**src/rtl/if_fetch_queue.sv**
```systemverilog
// if_fetch_queue: fetch-stage PC generator and instruction queue.
// Drives the line-aligned fetch address into the instruction cache. Each
// 64-bit hit line is split into two 32-bit instructions, which are buffered
// in a circular queue. Up to two instructions per cycle are presented to
// the 2-way decode stage, and a squash redirects fetch.
// Optional feature: define FQ_BYPASS_EN so that, while the queue is empty,
// hit words drive the outputs in the same cycle.
module if_fetch_queue #(
  parameter int              XLEN     = 32,
  parameter int              FQ_DEPTH = 8,
  parameter logic [XLEN-1:0] RESET_PC = '0
) (
  input  logic                             clock,
  input  logic                             reset,
  input  logic                             squash,
  input  logic [XLEN-1:0]                  squash_pc,
  input  logic [63:0]                      Icache_data_out,
  input  logic                             Icache_valid_out,
  output logic [XLEN-1:0]                  proc2Icache_addr,
  input  logic [1:0]                       dispatch_num,
  output logic [1:0][31:0]                 inst_out,
  output logic [1:0][XLEN-1:0]             pc_out,
  output logic [1:0]                       inst_valid,
  output logic [$clog2(FQ_DEPTH+1)-1:0]    fq_count
);

  localparam int PW = $clog2(FQ_DEPTH);
  localparam int CW = $clog2(FQ_DEPTH+1);

  // Architectural state
  logic [XLEN-1:0] fetch_pc;
  logic [PW-1:0]   head;
  logic [PW-1:0]   tail;
  logic [CW-1:0]   count;

  // Queue storage; entries are only meaningful while counted as occupied
  logic [31:0]     inst_mem [FQ_DEPTH];
  logic [XLEN-1:0] pc_mem   [FQ_DEPTH];

  // Candidate words from the current cache line
  logic [1:0]      n_cand;
  logic [1:0][31:0]      cand_inst;
  logic [1:0][XLEN-1:0]  cand_pc;

  // Dispatch / enqueue bookkeeping
  logic            bypass_active;
  logic [1:0]      visible;
  logic [1:0]      d;
  logic [1:0]      deq_q;
  logic [1:0]      wr_skip;
  logic [1:0]      n_wr;
  logic [CW:0]     occ_after;
  logic [CW:0]     free_after;
  logic            enq;
  logic [31:0]     wr_inst0;
  logic [XLEN-1:0] wr_pc0;
  logic [PW-1:0]   head_p1;
  logic [PW-1:0]   tail_p1;

  // Low address bits that carry no information for a word-aligned fetch
  logic            unused_low_bits;
  assign unused_low_bits = ^{squash_pc[1:0], fetch_pc[1:0]};

  assign proc2Icache_addr = {fetch_pc[XLEN-1:3], 3'b000};
  assign fq_count         = count;
  assign head_p1          = head + PW'(1);
  assign tail_p1          = tail + PW'(1);

`ifdef FQ_BYPASS_EN
  // Hit words feed the decode stage directly when nothing is buffered
  assign bypass_active = (count == '0) && !squash && Icache_valid_out;
`else
  assign bypass_active = 1'b0;
`endif

  // Select candidate words from the hit line based on the word offset of fetch_pc
  always_comb begin
    n_cand       = 2'd2;
    cand_inst[0] = Icache_data_out[31:0];
    cand_inst[1] = Icache_data_out[63:32];
    cand_pc[0]   = {fetch_pc[XLEN-1:2], 2'b00};
    cand_pc[1]   = {fetch_pc[XLEN-1:2], 2'b00} + XLEN'(4);
    if (fetch_pc[2]) begin
      n_cand       = 2'd1;
      cand_inst[0] = Icache_data_out[63:32];
    end
  end

  // Decide how many instructions leave, how many enter, and whether fetch advances
  always_comb begin
    visible = 2'd0;
    if (bypass_active) begin
      visible = n_cand;
    end else if (count >= CW'(2)) begin
      visible = 2'd2;
    end else begin
      visible = count[1:0];
    end

    d = 2'd0;
    if (!squash) begin
      d = (dispatch_num > visible) ? visible : dispatch_num;
    end

    deq_q   = bypass_active ? 2'd0 : d;
    wr_skip = bypass_active ? d : 2'd0;

    occ_after  = {1'b0, count} - (CW+1)'(deq_q);
    free_after = (CW+1)'(FQ_DEPTH) - occ_after;
    enq        = Icache_valid_out && !squash && (free_after >= (CW+1)'(n_cand));
    n_wr       = enq ? (n_cand - wr_skip) : 2'd0;

    wr_inst0 = cand_inst[0];
    wr_pc0   = cand_pc[0];
    if (wr_skip != 2'd0) begin
      wr_inst0 = cand_inst[1];
      wr_pc0   = cand_pc[1];
    end
  end

  // Fetch PC and queue pointers; reset wins over squash, squash wins over normal flow
  always_ff @(posedge clock) begin
    if (reset) begin
      fetch_pc <= RESET_PC;
      head     <= '0;
      tail     <= '0;
      count    <= '0;
    end else if (squash) begin
      fetch_pc <= {squash_pc[XLEN-1:2], 2'b00};
      head     <= '0;
      tail     <= '0;
      count    <= '0;
    end else begin
      if (enq) begin
        fetch_pc <= {fetch_pc[XLEN-1:3] + (XLEN-3)'(1), 3'b000};
      end
      head  <= head + PW'(deq_q);
      tail  <= tail + PW'(n_wr);
      count <= count - CW'(deq_q) + CW'(n_wr);
    end
  end

  // Write accepted candidate words into the queue at the tail
  always_ff @(posedge clock) begin
    if (!reset && !squash) begin
      if (n_wr != 2'd0) begin
        inst_mem[tail] <= wr_inst0;
        pc_mem[tail]   <= wr_pc0;
      end
      if (n_wr == 2'd2) begin
        inst_mem[tail_p1] <= cand_inst[1];
        pc_mem[tail_p1]   <= cand_pc[1];
      end
    end
  end

  // Present the two oldest instructions (or bypassed hit words); empty slots read as zero
  always_comb begin
    inst_out   = '0;
    pc_out     = '0;
    inst_valid = 2'b00;
    if (bypass_active) begin
      inst_out[0]   = cand_inst[0];
      pc_out[0]     = cand_pc[0];
      inst_valid[0] = 1'b1;
      if (n_cand == 2'd2) begin
        inst_out[1]   = cand_inst[1];
        pc_out[1]     = cand_pc[1];
        inst_valid[1] = 1'b1;
      end
    end else begin
      if (count > CW'(0)) begin
        inst_out[0]   = inst_mem[head];
        pc_out[0]     = pc_mem[head];
        inst_valid[0] = 1'b1;
      end
      if (count > CW'(1)) begin
        inst_out[1]   = inst_mem[head_p1];
        pc_out[1]     = pc_mem[head_p1];
        inst_valid[1] = 1'b1;
      end
    end
  end

endmodule
```
**config.mk**
```make
export PLATFORM = sky130hd
export DESIGN_NAME = if_fetch_queue
export DESIGN_NICKNAME = d
export VERILOG_FILES = /design/src/rtl/if_fetch_queue.sv
export SDC_FILE = /design/constraint.sdc
export NUM_CORES = 1
export LEC_CHECK = 0
export ABC_AREA = 1
export CAP_MARGIN = 30
export CORE_MARGIN = 8
export CORE_UTILIZATION = 39
export CTS_CLUSTER_DIAMETER = 200
export DETAILED_ROUTE_END_ITERATION = 10
export SYNTH_ARGS = -nofsm -noshare
export SYNTH_HDL_FRONTEND = slang
export SYNTH_SLANG_ARGS = --single-unit
```
**constraint.sdc**
```tcl
create_clock -name clock -period 32.2 [get_ports clock]
set_input_delay 9.66 -clock clock [delete_from_list [all_inputs] [get_ports clock]]
set_output_delay 9.66 -clock clock [all_outputs]
set_load 0.01 [all_outputs]
```
; ---- Word level (Yosys, flattened, before mapping)
; Memories as Yosys holds them, arrays and structs flattened. A register that Yosys moved wholly into a read port is not among the register bits.
; Index checks and enable logic that the tools add are counted.
[totals]
mem_count = 2
reg_bits = 40
in_bits = 102
ramBits = 512
output_inout_bits = 166
[mem_list]
columns = memory, depth, word_bits, rd, rd_ports_with_merged_regs, wr, line
row1 = inst_mem, 8, 32, 2, 1, 2, 37  ; logic [31:0] inst_mem [FQ_DEPTH];
row2 = pc_mem, 8, 32, 2, 1, 2, 38  ; logic [XLEN-1:0] pc_mem [FQ_DEPTH];
[op_classes]
n_eq_ne = 1
n_lt_le_gt_ge = 5
mux = 22
addsub = 10
n_reduce_logical = 8
[op_table]
columns = op, n
row1 = $mux W32, 7
row2 = $add A32 B3 Y32 const B, 1
row3 = $add A29 B1 Y29 const B, 1
row4 = $mux W2, 5
row5 = $gt A4 B1 Y1 const B, 2
row6 = $mux W1, 8
row7 = $add A3 B1 Y3 const B, 2
row8 = $add A3 B2 Y3, 2
row9 = $mux W3, 2
row10 = $ge A5 B2 Y1, 1
row11 = $sub A4 B2 Y5, 1
row12 = $sub A4 B5 Y5 const A, 1
row13 = $add A4 B2 Y4, 1
row14 = $ge A4 B2 Y1 const B, 1
row15 = $reduce_bool A2 Y1, 2
row16 = $sub A4 B2 Y4, 1
row17 = $logic_and A1 B1 Y1, 3
row18 = $eq A2 B2 Y1 const B, 1
row19 = $gt A2 B2 Y1, 1
row20 = $logic_not A1 Y1, 2
row21 = $reduce_or A2 Y1, 1

; ---- Logic depth before layout (Yosys ltp)
; Gate-level depths: netlist of the first run.
[logic_depth]
word_depth = 14
depth_mapped = 30
ltp_nobuf = 29

; ---- Least setup slack after synthesis of the first run
; No wires, ideal clock.
[synth_timing]
kind = input to register
from = input squash
to = memory inst_mem[5][0], enable pin
n_path_buf = 3
path_stages = 15
arrival_ns = 16.324
setup_slack_ns = 15.309
cell_sequence = buf_2 > inv_2 > clkbuf_1 > buf_1 > o211ai_1 > ha_1 > inv_2 > fa_1 > ha_1 > nand2_1 > nand2_1 > nor2_1 > nand3_2 > nand3_4 > o21ai_0
[synth_lines]
columns = element, line
row1 = "start, declared", 15  ; input logic squash,
row2 = "end, declared", 37

==> results of run 1 <==
==> cell usage after synthesis, types with 62 or more instances <==
cell / number
o21ai_0: 605
o221a_2: 118
nand2_1: 1441
a31oi_1: 62
edfxtp_1: 496
buf_2: 99
a21oi_1: 104
inv_1: 138
nor3_1: 64
nor2_1: 616
clkbuf_1: 347
nand3_1: 68
==> layout make-up <==
type / count / area [um^2] / area share [%]
Antenna cell: 1 / 2.50 / 0.00664
Clock buffer: 82 / 1610 / 4.28
Clock inverter: 26 / 298 / 0.790
Inverter: 144 / 559 / 1.48
Multi-Input combinational cell: 3193 / 14900 / 39.4
Sequential cell: 536 / 15700 / 41.7
Tap cell: 1134 / 1420 / 3.76
Timing Repair Buffer: 320 / 3250 / 8.62
==> metrics by stage <==
step | std cells | hold slack, ns
final | 5436 | 0.671
after global routing | 5436 | 0.691
after CTS | 5431 | 0.672
after detailed placement | 5323 | 0.666
after global placement | 5317 | 0.659
after floorplan | 4391 | 0.502
==> sequential cells by signal (all words and copies together), names as in the netlist <==
register,cells
inst_mem,256
pc_mem,240
fetch_pc,30
fq_count,4
head,3
tail,3
==> power breakdown <==
part	leakage [nW]	switching [mW]	internal [mW]
registers	4.86	0.0380	0.805
clock network	0.937	0.278	0.402
logic	8.98	0.665	0.413
total	14.8	0.982	1.62
==> placed cells by master, fill, tap and decap left out, types with 7 or more instances in the layout <==
| cell | instances |
|---|---|
| o21ai_1 | 24 |
| a21oi_1 | 104 |
| ha_1 | 19 |
| clkbuf_16 | 59 |
| o21ai_0 | 603 |
| nor2_4 | 10 |
| xor2_1 | 18 |
| clkinv_1 | 9 |
| nor2_1 | 608 |
| buf_4 | 52 |
| edfxtp_1 | 496 |
| o21ai_4 | 8 |
| dfxtp_1 | 37 |
| nand2_2 | 9 |
| clkinv_2 | 10 |
| nor3_1 | 64 |
| bufinv_16 | 7 |
| nand2_1 | 1432 |
| clkbuf_1 | 18 |
| nand3_1 | 67 |
| buf_16 | 10 |
| a31oi_1 | 62 |
| o221a_2 | 118 |
| clkdlybuf4s50_1 | 258 |
| conb_1 | 7 |
| inv_1 | 136 |
==> layer usage <==
| layer | global-route usage [%] | vias to the layer above | share of wire [%] |
|---|---|---|---|
| met2 | 40.5 | 1665 | 46 |
| li1 | - | 14200 | - |
| met3 | 3.68 | 314 | 9.6 |
| met5 | 0 | - | 0.011 |
| met1 | 32.7 | 14300 | 40 |
| met4 | 10.1 | 2 | 3.9 |
==> cells by family (layout without fill, tap and decap cells) <==
logic type	Yosys count	after routing	synth area share (%)
XOR/XNOR	24	24	0.681
flip-flops	536	536	47.5
AO/OA/AOI/OAI	932	932	16.7
buffers and inverters	662	572	8.33
AND/OR/NAND/NOR	2205	2205	25.8
other	1	8	0.0113
adder cells (fa/ha/maj)	25	25	1.06
==> final timing paths <==
kind                                    from             end  slack, ns  cells after the start
worst max-delay path                 head[0]    inst_out[38]      17.17                      7
worst min-delay path            fetch_pc[19]   pc_mem[6][19]       0.67                      0
worst max register to register   fq_count[2]  inst_mem[0][3]      26.59                     23
worst min register to register  fetch_pc[19]   pc_mem[6][19]       0.67                      0
==> worst register-to-register path, stage by stage (launching register included) <==
cell	delay (ns)
dfxtp_1	0.37
inv_1	0.13
ha_1	0.28
nand2_1	0.08
nand2_1	0.12
nor2_1	0.15
inv_1	0.06
ha_1	0.28
nor2_1	0.09
o22ai_1	0.08
o211ai_1	0.24
ha_1	0.21
inv_2	0.05
fa_1	0.45
ha_1	0.28
nand2_1	0.05
nand2_1	0.05
nor2_1	0.05
nand3_2	0.16
nand4_2	0.48
nor2_4	1.00
buf_4	0.59
nand2_1	0.14
nand2_1	0.09
==> flow_summary.yaml, run 1 <==
logic_synthesis:
  netlist_area_um2: 33100
  synth_top_area_share_pct: 45.0
  yosys.area.top_type: "edfxtp_1"
  postSynthAreaPerCell_um2: 7.54
  synthArstFlopShare_pct: 0
  yosys_register_bits: 536
  synth_top_flop_cell: "edfxtp_1"
  yosysWarnings: 0
  yosysSeqAreaShare_pct: 47.5
  synth_edf_count: 496
  netlist_instances: 4385
  synth_area_leaders: "edfxtp_1 (45%), nand2_1 (16%), o21ai_0 (9.2%), nor2_1 (7.0%), o221a_2 (4.0%)"
  ys_types: 43
grt:
  grt_use_total_pct: 24.7
  antenna_found_initial: 2
  grt_pass1_vias: 28300
  grt_overflow: 0
  grt_max_degree: 218
  grt_pass1_wl_um: 178000
layout:
  final_area_um2: 37700
  nets: 4380
  area.growth.synth_to_final_pct: 14.0
  final_core_util_pct: 45.0
  nFillCells: 8161
  layout-drive-gt1-share_pct: 7.23
worst_setup_path:
  startpoint_type: "register"
  path_delay_family: "buffers and inverters"
  critPathKind: "register to output pin"
  worst-path-buf-inv: 3
  crit_slowest_cell: "buf_4"
  required_ns: 22.54
  worstPathCellList: "ha_4 -> inv_4 -> buf_4 -> o21ai_0 -> o221a_2 -> nor3_1 -> clkdlybuf4s50_1"
  arrival_ns: 5.37
  worstSetupEndpointType: "output pin"
  path_max_fanout: 70
  slowest_delay_ns: 0.91
floorplanning:
  die_w_um: 307
  die-height_um: 307
  core_um2: 83800
  die-area_um2: 94400
  num_rows: 106
  io_pins: 268
  start_util_pct: 39.5
placed_design:
  portBuffers: 258
  dp.final_hpwl_um: 67500
  place_congestion: 0.832
  pre_cts_ws_ns: 17.55
  placedInstanceArea_um2: 35700
sta:
  slew_viol_final: 0
  period_needed_ns: 15.03
  finalSetupTns_ns: 0
  tightest_slew_ns: 1.05
  rsz0062_at_grt: "false"
  fin_crit_sh_pct: 46.7
  worst_slack_ns: 17.17
  finalSetupViolCount: 0
  hold_violations: 0
  fmax_mhz: 66.5
  skew_ns: 0.0249
  slew_headroom_pct: 30.3
power:
  leakagePower_nw: 14.8
  powerDensity_nw_per_um2: 69.0
  power_mw: 2.60
  peakVddDrop_mv: 0.0856
route:
  viasPerCell: 5.61
  drt-wirelength-per-cell_um: 22.5
  detail-route-antenna-nets: 0
  drtIter0Drc: 3562
  drcViolationCount: 0
  vias: 30500
  drt-total-wl_um: 122000
  dr.pass1.iters: 6
run_status:
  status: "complete, no violations"
cts:
  cts_buffers: 58
  htreeDepth: 2
  cts_resized: 0
  cts_tree: "yes"
  clock_latency_ns: 0.63
  root_buffer: "clkbuf_16"
  cts_setup_buffers: 0
  cts_hold_buf: 0
  cts_buffer_depth: 3
  cts.sinks: 536
  clkTransAtPathRegs_ns: 0.06
job:
  maxCapViolCount: 0
hold_path:
  holdCritPathClass: "register to register"
Note: power is estimated with default switching activity, not from simulation.
==> run 2, diff against run 1 <==
Clock period 32.2 ns to 12.5 ns, I/O delays scaled along.
==> flow_summary.yaml, run 2 (synthesis gave the netlist of run 1 again) <==
sta:
  slew_headroom_pct: 24.0
  fin_crit_sh_pct: 72.8
  slew_viol_final: 0
  skew_ns: 0.0166
  holdWs_ns: 0.663
  finalSetupTns_ns: 0
  hold_violations: 0
  finalSetupViolCount: 0
  rsz0062_at_grt: "false"
  period_needed_ns: 9.10
  tightest_slew_ns: 1.14
  fmax_mhz: 110
cts:
  cts_buffer_depth: 3
  cts_buffers: 59
  cts.sinks: 536
  cts_tree: "yes"
  htreeDepth: 2
  cts_setup_buffers: 0
  cts_resized: 0
  clock_latency_ns: 0.64
  clkTransAtPathRegs_ns: 0.06
  root_buffer: "clkbuf_16"
  cts_hold_buf: 0
floorplanning:
  die_w_um: 307
  die-area_um2: 94400
  io_pins: 268
  core_um2: 83800
  num_rows: 106
  die-height_um: 307
  start_util_pct: 39.5
grt:
  grt_pass1_vias: 28600
  grt_overflow: 0
  grt_use_total_pct: 24.6
  grt_pass1_wl_um: 178000
  antenna_found_initial: 4
  met3_usage_pct: 3.57
  busiest_layer: "met2"
  grt_max_degree: 254
  grt_use_met1_pct: 32.1
  gr-usage-met2_pct: 41.0
route:
  drtIter0Drc: 3159
  viasPerCell: 5.59
  dr.pass1.iters: 6
  drt-total-wl_um: 122000
  drt-wirelength-per-cell_um: 22.4
  vias: 30400
  drcViolationCount: 0
  detail-route-antenna-nets: 0
layout:
  layout-drive-gt1-share_pct: 7.26
  reg.largest.list: "inst_mem: 256 flops, pc_mem: 240 flops, fetch_pc: 30 flops"
  regMostFlops: "inst_mem"
  area.growth.synth_to_final_pct: 13.7
  nets: 4377
  most-common-layout-cells: "nand2_1 (1432), nor2_1 (608), o21ai_0 (603)"
  largest_reg_flops: 256
  final_common_cell: "nand2_1"
  nFillCells: 8174
  final_area_um2: 37600
power:
  powerDensity_nw_per_um2: 177
  peakVddDrop_mv: 0.156
  leakagePower_nw: 14.7
worst_setup_path:
  crit_slowest_cell: "buf_4"
  critPathKind: "register to output pin"
  worstSetupEndpointType: "output pin"
  path_delay_family: "buffers and inverters"
  path_max_fanout: 68
  slowest_delay_ns: 0.85
  timing.rr.start: "fq_count[2]"
  required_ns: 8.75
  startpoint: "head[0]"
  arrival_ns: 5.35
  startpoint_type: "register"
  worst-path-buf-inv: 3
  worstPathCellList: "ha_4 -> inv_4 -> buf_4 -> o21ai_0 -> o221a_2 -> nor3_1 -> clkdlybuf4s50_1"
placed_design:
  place_congestion: 0.836
  dp.final_hpwl_um: 67800
  portBuffers: 258
  placedInstanceArea_um2: 35700
hold_path:
  worstHoldStart: "fetch_pc[19]"
  holdCritPathClass: "register to register"
run_status:
  status: "complete, no violations"
job:
  maxCapViolCount: 0
-- run 2: area by class of cell --
class                      instances  area (um^2)  share of cell area, %
antenna                            2         5.00                 0.0133
timing repair buffer             316         3180                   8.44
sequential                       536        15700                   41.8
clock inverter                    36          307                  0.815
inverter                         144          559                   1.49
clock buffer                      73         1590                   4.23
multi-input combinational       3193        14900                   39.5
tap                             1134         1420                   3.77
-- run 2: metal layers --
layer / vias up / share of wire (%)
met4: 0 / 4.0
met3: 340 / 8.4
met5: - / 0
met1: 14300 / 41
li1: 14200 / -
met2: 1485 / 47
-- run 2: metrics by stage --
| stage | worst slack (ns) | util, % | std cells | power [mW] |
|---|---|---|---|---|
| floorplan | 1.52 | - | 4391 | 3.70 |
| global placement | 2.99 | 42.4 | 5316 | 4.91 |
| detailed placement | 2.95 | 42.6 | 5322 | 4.96 |
| CTS | 3.46 | 44.8 | 5431 | 6.69 |
| global route | 3.29 | 44.9 | 5433 | 6.98 |
| finish | 3.40 | 44.9 | 5434 | 6.67 |
-- run 2: power by group --
group,switching [mW],internal (mW),leakage [nW]
combinational,1.72,1.05,8.94
clock,0.737,0.999,0.942
sequential,0.0893,2.07,4.86
total,2.55,4.12,14.7
-- run 2: final timing paths --
path,cells after the start,slack (ns),endpoint
worst max-delay path,7,3.40,pc_out[48]
worst min-delay path,0,0.66,pc_mem[6][19]
worst max register to register,24,6.34,pc_mem[2][19]
worst min register to register,0,0.66,pc_mem[6][19]
